<file path="src/rtl/pwm_pkg.sv">
// Shared constants and types for the Johnson-counter PWM phase generator.
package pwm_pkg;

    localparam int unsigned DEF_WIDTH = 8;
    localparam int unsigned DT_W      = 3;

    // Bits needed to hold a phase index or duty value in 0..2*width.
    function automatic int unsigned phase_bits(input int unsigned width);
        return $clog2(2 * width + 1);
    endfunction

    localparam int unsigned PHASE_W = phase_bits(DEF_WIDTH);

    typedef logic [PHASE_W-1:0] phase_t;

endpackage

</file>
<file path="src/rtl/pwm_phase_gen_deadtime_gen.sv">
// Compare-result register plus dead-time insertion for the complementary PWM pair.
module deadtime_gen
    import pwm_pkg::*;
#(
    parameter int unsigned DEADTIME = 1
) (
    input  logic clk,
    input  logic rst_n,
    input  logic raw,
    output logic pwm_hi,
    output logic pwm_lo
);

    localparam logic [DT_W-1:0] DT_LOAD = DT_W'(DEADTIME);
    localparam logic            DT_ZERO = (DEADTIME == 0);

    logic            raw_q;
    logic [DT_W-1:0] gap_cnt;
    logic            edge_c;
    logic            gap_c;

    // A new edge opens a gap (unless DEADTIME is 0); the last counted cycle releases it.
    assign edge_c = raw != raw_q;
    assign gap_c  = edge_c ? ~DT_ZERO : (gap_cnt > DT_W'(1));

    always_ff @(posedge clk or posedge rst_n) begin
        if (rst_n) begin
            raw_q   <= 1'b0;
            gap_cnt <= '0;
            pwm_hi  <= 1'b0;
            pwm_lo  <= 1'b0;
        end else begin
            raw_q <= raw;
            if (edge_c) begin
                gap_cnt <= DT_LOAD;
            end else if (gap_cnt != '0) begin
                gap_cnt <= gap_cnt - DT_W'(1);
            end
            pwm_hi <= raw & ~gap_c;
            pwm_lo <= ~raw & ~gap_c;
        end
    end

endmodule

</file>
<file path="src/rtl/pwm_phase_gen.sv">
// Decodes Johnson-counter phase, compares it against a double-buffered duty
// and drives a complementary PWM pair through the dead-time generator.
module pwm_phase_gen
    import pwm_pkg::*;
#(
    parameter int unsigned WIDTH    = 8,
    parameter int unsigned DEADTIME = 1
) (
    input  logic                          clk,
    input  logic                          rst_n,
    input  logic [WIDTH-1:0]              jc_state,
    input  logic [phase_bits(WIDTH)-1:0]  duty,
    input  logic                          duty_valid,
    output logic                          duty_ready,
    output logic                          pwm_hi,
    output logic                          pwm_lo,
    output logic                          period_start,
    output logic                          code_err
);

    localparam int unsigned     PW    = phase_bits(WIDTH);
    localparam int unsigned     P     = 2 * WIDTH;
    localparam logic [PW-1:0]   P_V   = PW'(P);
    localparam logic [PW-1:0]   LAST  = PW'(P - 1);

    logic [PW-1:0]    phase_q;
    logic             code_ok_q;
    logic [PW-1:0]    shadow;
    logic [PW-1:0]    duty_active;

    logic [WIDTH-1:0] fill_c;
    logic [PW-1:0]    ones_c;
    logic [PW-1:0]    dec_phase_c;
    logic             dec_ok_c;
    logic [PW-1:0]    duty_clamp_c;
    logic [PW-1:0]    eff_duty_c;
    logic             raw_c;

    // Fill-form codes (bit 0 set, or all zero) count ones; drain-form codes count back from P.
    always_comb begin
        ones_c = '0;
        for (int i = 0; i < int'(WIDTH); i++) begin
            ones_c = ones_c + PW'(jc_state[i]);
        end
        if (jc_state[0] || (jc_state == '0)) begin
            fill_c      = jc_state;
            dec_phase_c = ones_c;
        end else begin
            fill_c      = ~jc_state;
            dec_phase_c = P_V - ones_c;
        end
        dec_ok_c = (fill_c & (fill_c + WIDTH'(1))) == '0;
    end

    assign duty_clamp_c = (duty > P_V) ? P_V : duty;

    // Phase 0 of a new period already sees the duty being promoted from the shadow.
    assign eff_duty_c = (period_start && !duty_ready) ? shadow : duty_active;
    assign raw_c      = (phase_q < eff_duty_c) & code_ok_q;

    always_ff @(posedge clk or posedge rst_n) begin
        if (rst_n) begin
            phase_q      <= '0;
            code_ok_q    <= 1'b0;
            code_err     <= 1'b0;
            period_start <= 1'b0;
            shadow       <= '0;
            duty_active  <= '0;
            duty_ready   <= 1'b1;
        end else begin
            code_err     <= ~dec_ok_c;
            code_ok_q    <= dec_ok_c;
            period_start <= dec_ok_c && (phase_q == LAST) && (dec_phase_c == '0);
            if (dec_ok_c) begin
                phase_q <= dec_phase_c;
            end
            // Promotion and acceptance are exclusive: one needs a full shadow, the other an empty one.
            if (period_start && !duty_ready) begin
                duty_active <= shadow;
                duty_ready  <= 1'b1;
            end else if (duty_valid && duty_ready) begin
                shadow     <= duty_clamp_c;
                duty_ready <= 1'b0;
            end
        end
    end

    deadtime_gen #(
        .DEADTIME (DEADTIME)
    ) u_deadtime (
        .clk    (clk),
        .rst_n  (rst_n),
        .raw    (raw_c),
        .pwm_hi (pwm_hi),
        .pwm_lo (pwm_lo)
    );

endmodule

</file>
<file path="config.mk">
export PLATFORM = sky130hd
export DESIGN_NAME = pwm_phase_gen
export DESIGN_NICKNAME = d
export VERILOG_FILES = /design/src/rtl/pwm_pkg.sv /design/src/rtl/pwm_phase_gen_deadtime_gen.sv /design/src/rtl/pwm_phase_gen.sv
export SDC_FILE = /design/constraint.sdc
export NUM_CORES = 1
export LEC_CHECK = 0
export CORE_UTILIZATION = 54
export DETAILED_ROUTE_END_ITERATION = 8
export PLACE_DENSITY = 0.79
export SLEW_MARGIN = 20
export SYNTH_ARGS = -nofsm -noshare
export SYNTH_HDL_FRONTEND = slang
export SYNTH_SLANG_ARGS = --single-unit
</file>
<file path="constraint.sdc">
create_clock -name clk -period 2.5 [get_ports clk]
set_clock_uncertainty 0.15 [all_clocks]
set_input_delay 0.5 -clock clk [delete_from_list [all_inputs] [get_ports clk]]
set_output_delay 0.5 -clock clk [all_outputs]
set_load 0.01 [all_outputs]
</file>
==> qor.yml, run 1 <==
dpl_cell_area_um2: 1930
cts_inserted_buffers: 3
yosys.area_share.simple: 0.138
power_uw: 1550
rsz0062_at_grt: "yes"
worstPathMaxFanout: 2
crit_cells: 14
slew_viol_final: 0
ant_nets: 0
syn_avg_cell_area_um2: 10.6
synth_top_family_by_area: "adder cells"
final_cell_count_no_fill: 226
root_buffer: "clkbuf_4"
ios: 21
routed_via_density: 5.35
drt_wl_total_um: 3290
die-area_um2: 3010
gr-usage-all-layers: 0.251
hold_buffers: 0
drt_iter0_markers: 11
p_per_area_nw_per_um2: 735
fin_crit_ns: 3.76
first_global_vias: 1202
die_width_um: 54.8
cp.required_ns: 2.60
ys_ff_latch: 25
final_cell_mix: "buf_4, dfrtp_1, inv_1"
gp_congestion: 0.884
crit_path_max_incr_delay_ns: 0.56
crit_family: "adder cells"
final_common_cell: "buf_4"
cts_buffer_depth: 2
syn_inst: 142
fin_hold_ws_ns: 0.309
die_y_um: 54.8
synthXorXnorAreaFrac: 0.0232
vias: 1209
finalHoldViolations: 0
drive_gt1_frac: 0.327
clkLatencyLatePin_ns: 0.31
crit_top_cell: "fa_1"
ys_seq_area_frac: 0.416
fin_crit_sh: 1.50
cp-end-kind: "register"
syn_to_final_growth_pct: 40.0
synthAdderAreaFrac: 0.161
coreArea_um2: 2570
syn_area_um2: 1510
diodes: 0
worst-path-buf-inv: 4
synth_compound_area_frac: 0.0979
ys_warn_count: 0
cts_tree: "yes"
antenna_found_initial: 0
grt_max_degree: 15
synthFlopType: "dfrtp_1"
dp_hpwl_um: 2460
worst_pin_slew_ns: 0.452
crit_path_start_kind: "primary input"
rows: 18
outcome: "finished with violations"
first_pass_iters: 4
max_slew_margin: 0.698
r2r_cells: 8
path_clk_slew_ns: 0.12
p_leak_uw: 0.00104
synth_mux_area_frac: 0.0971
htreeDepth: 1
clock-sinks: 25
cap_viol_max_count: 0
dpl_worst_slack_ns: -2.09
finalSetupViolCount: 6
min_path_type: "register to register"
grt-ovfl-total: 0
drcViolationCount: 0
irDropWorstVdd_uv: 704
holdPathStages: 1
synth-edff-count: 0
async_flop_share: 1.00
worstPathCellList: "buf_8 -> inv_4 -> fa_1 -> fa_1 -> fa_1 -> inv_2 -> ha_4 -> fa_2 -> inv_2 -> ha_4 -> a311oi_2 -> xor2_1 -> nor4b_1 -> and4b_1"
max_freq_ghz: 0.266
grt_pass1_wl_um: 5220
violations: "setup timing"
finalNetCount: 230
worst_path_max_delay_cell: "fa_1"
worst_slack_ns: -1.26
cp.arrival_ns: 3.87
design_area_um2: 2110
start_util: 0.587
wire_per_inst_um: 14.6
syn_nets: 175
port_buffers: 20
critPathKind: "primary input to register"
place_inst: 213
yosysUniqueCellTypes: 36
-- layer usage --
layer  up-vias  GRT usage  wire length (um)
met5         -          0                 0
met2        18      0.440              1710
li1        595          -                 -
met3         8     0.0417                59
met1       588      0.301              1470
met4         0     0.0983                56
-- sequential cells by signal, summed over array words and instances, names as in the netlist, 3 cells and up --
name,cells
duty_active,5
phase_q,5
shadow,5
u_deadtime.gap_cnt,3
-- worst paths after layout --
path                                  start               endpoint  slack, ns
setup / recovery                jc_state[1]           period_start      -1.26
hold / removal             u_deadtime.raw_q      u_deadtime.pwm_lo       0.31
setup reg to reg                 duty_ready  u_deadtime.gap_cnt[0]       0.09
hold reg to reg            u_deadtime.raw_q      u_deadtime.pwm_lo       0.31
max in group asynchronous             rst_n         duty_active[0]       1.33
min in group asynchronous             rst_n              code_ok_q       0.34
-- logic make-up after synthesis --
family,count (synthesis)
AND/OR/NAND/NOR,36
buffers and inverters,25
flip-flops,25
AO/OA/AOI/OAI,21
adder cells (fa/ha/maj),17
multiplexers,14
XOR/XNOR,4
-- cells in the mapped netlist, types with 3 or more instances --
| library cell | n | area [um2] |
|---|---|---|
| nand2b_1 | 4 | 25.0 |
| a21oi_1 | 4 | 20.0 |
| nand2_1 | 9 | 33.8 |
| mux2i_1 | 9 | 90.1 |
| mux2_2 | 5 | 56.3 |
| ha_1 | 13 | 163 |
| xor2_1 | 3 | 26.3 |
| nor2_1 | 6 | 22.5 |
| dfrtp_1 | 24 | 601 |
| o21ai_0 | 5 | 25.0 |
| fa_1 | 4 | 80.1 |
| inv_1 | 24 | 90.1 |
-- timing repair --
item                                    CTS  global route
pin swaps                                13            13
buffers inserted                          3             7
hold endpoints to repair                  0             0
gates resized for setup                  24            13
endpoints found under the setup margin    7             8
-- layout make-up --
type / count / area (um2)
clock buffer: 3 / 22.5
clock inverter: 1 / 5.00
tap: 30 / 37.5
multi-input combinational: 92 / 867
timing repair buffer: 51 / 452
fill: 141 / 457
sequential: 25 / 627
inverter: 24 / 100
-- power by group --
part / internal [uW] / switching (uW)
registers: 506 / 83.2
clock network: 59.8 / 114
logic: 434 / 354
-- per-stage QoR --
stage | TNS (ns) | util
after detailed placement | -10.67 | 0.752
after CTS | -5.92 | 0.782
after global routing | -6.12 | 0.822
final | -5.73 | 0.822
after global placement | -10.19 | 0.752
after floorplan | -5.95 | -
Note: power is estimated with default switching activity, not from simulation.
==> run 2: changes to the inputs <==
Settings changed: TNS_END_PERCENT set to 20.
==> run 2 against run 1 <==
Against the previous run: maximum frequency down 1.6%; via count up 0.41%; design area down 2.5%; total power up 1.4%; largest power group unchanged; flip-flop and latch count unchanged; largest cell class unchanged; critical path depth unchanged; highest routed layer unchanged; sequential power about the same; clock power up 6%; count of clock-buffer cells in the layout unchanged; the flow still finishes with violations (setup timing); register-to-register slack worse by 0.04 ns; sequential share of layout area up 0.78 points; non-clock buffer count down 4.
==> qor.yml, run 2 (same netlist as run 1, synthesis figures left out) <==
dp_hpwl_um: 2590  # +5.3%
final_common_cell: "buf_4"
p_leak_uw: 0.00101  # -2.3%
cp.arrival_ns: 3.90  # +0.03 ns
slew_viol_final: 0  # unchanged
power_uw: 1570  # +1.4%
vias: 1214  # +0.41%
switchingPower_uw: 582  # +5.7%
drt_iter0_markers: 26  # +15
path_clk_slew_ns: 0.14  # +0.02 ns
die_width_um: 54.8  # unchanged
grt-ovfl-total: 0  # unchanged
fillers: 157  # +11%
final_cell_count_no_fill: 222  # -1.8%
htreeDepth: 1  # unchanged
final_cell_mix: "buf_4, dfrtp_1, inv_1"
rsz0062_at_grt: "yes"
rows: 18  # unchanged
gp_congestion: 0.915  # +3.6%
grt_most_used_layer: "met2"
gr-usage-all-layers: 0.257  # +0.00628
root_buffer: "clkbuf_4"
regArea_um2: 627  # unchanged
max_slew_margin: 0.655  # -0.0432
worst_pin_slew_ns: 0.515  # +0.0629 ns
irDropWorstVdd_uv: 795  # +13%
finalHoldViolations: 0  # unchanged
p_seq_frac: 0.376  # -0.004
violations: "setup timing"
clkLatencyLatePin_ns: 0.32  # about the same
cts_inserted_buffers: 3  # unchanged
use_met3: 0.0528  # +0.0111
die-area_um2: 3010  # unchanged
drive_gt1_frac: 0.286  # -0.0401
max_freq_ghz: 0.262  # -1.6%
power_frac_comb: 0.507  # about the same
crit_path_start_kind: "primary input"
multi_input_area_um2: 850  # -2.0%
wire_per_inst_um: 16.3  # +12%
drt_wl_total_um: 3610  # +9.6%
clock-sinks: 25  # unchanged
ios: 21  # unchanged
swShare: 0.371  # +0.0152
p_int_uw: 989  # -1.0%
p_clk_frac: 0.117  # +0.005
grt_max_degree: 16  # +1
routed_via_density: 5.47  # +2.2%
p_per_area_nw_per_um2: 764  # +4.0%
worst_slack_ns: -1.32  # -0.0606 ns
place_inst: 215  # +0.94%
port_buffers: 20  # unchanged
fin_crit_sh: 1.53  # +0.0242
cp-end-kind: "register"
cap_viol_max_count: 0  # unchanged
fin_crit_ns: 3.82  # +0.0606 ns
coreArea_um2: 2570  # unchanged
grt_use_met2: 0.484  # +0.0442
cts_tree: "yes"
antenna_found_initial: 0  # unchanged
first_global_vias: 1239  # +3.1%
die_y_um: 54.8  # unchanged
top_regs: "duty_active (5), phase_q (5), shadow (5)"
ant_nets: 0  # unchanged
syn_to_final_growth_pct: 36.4
critPathKind: "primary input to register"
cp.required_ns: 2.58  # -0.02 ns
finalNetCount: 226  # -1.7%
fin_util: 0.801  # -0.0210
diodes: 0  # unchanged
grt_pass1_wl_um: 5400  # +3.4%
use_met1: 0.299  # -0.00227
finalSetupViolCount: 6  # unchanged
first_pass_iters: 4  # unchanged
cts_buffer_depth: 2  # unchanged
min_path_type: "register to register"
dpl_worst_slack_ns: -2.10  # -0.0161 ns
start_util: 0.587  # unchanged
drcViolationCount: 0  # unchanged
worstPathMaxFanout: 2  # unchanged
outcome: "finished with violations"
[run 2: path summary, 6_finish.rpt]
check                                 start                    end  slack (ns)  depth (start not counted)
setup / recovery                jc_state[3]             phase_q[2]       -1.32                         14
hold / removal             u_deadtime.raw_q      u_deadtime.pwm_lo        0.30                          1
setup reg to reg                 duty_ready  u_deadtime.gap_cnt[0]        0.05                          8
hold reg to reg            u_deadtime.raw_q      u_deadtime.pwm_lo        0.30                          1
max in group asynchronous             rst_n             duty_ready        1.25                          3
min in group asynchronous             rst_n              shadow[0]        0.33                          2
[run 2: critical path, cell delays in order]
cell      delay, ns
buf_8          0.08
inv_4          0.03
fa_1           0.58
fa_1           0.46
fa_1           0.52
inv_2          0.05
ha_4           0.15
fa_1           0.51
inv_2          0.06
ha_4           0.17
a311oi_2       0.26
xor2_1         0.14
buf_4          0.15
mux2_4         0.25
[run 2: area by class of cell]
type / count / area share
Timing Repair Buffer: 47 / 0.203
Tap cell: 30 / 0.0182
Clock inverter: 1 / 0.00365
Clock buffer: 3 / 0.0109
Inverter: 24 / 0.0462
Multi-Input combinational cell: 92 / 0.413
Sequential cell: 25 / 0.305
[run 2: power by group through the flow]
stage | clock [uW] | sequential [uW] | combinational, uW
floorplan | 0 | 571 | 409
global placement | 0 | 584 | 591
detailed placement | 0 | 591 | 640
CTS | 188 | 585 | 722
global route | 206 | 602 | 877
finish | 184 | 591 | 797
[run 2: per-stage QoR]
stage,hold WS (ns),cell area [um2],TNS (ns)
4_1_cts,0.306,2010,-6.26
3_5_place_dp,0.287,1920,-10.69
2_1_floorplan,0.261,1510,-6.39
5_1_grt,0.316,2060,-6.26
6_report,0.304,2060,-5.91
3_3_place_gp,0.267,1920,-10.04
[run 2: metal layers]
layer  up-vias  wire length (um)
met5         -                 0
met2        21              1990
met1       602              1480
met3         6               113
li1        585                 -
met4         0                29
[run 2: timing repair]
item,4_1_cts,5_1_grt
setup buffers,2,1
setup endpoints to repair,6,8
hold endpoints to repair,0,0
hold buffers,0,0
gates resized for setup,28,10
pin swaps,10,8
==> run 3: changes to the inputs <==
Settings changed: SLEW_MARGIN 20 to unset.
==> results of run 3 <==
No change in the layout: final DEF, timing and power equal those of run 2.
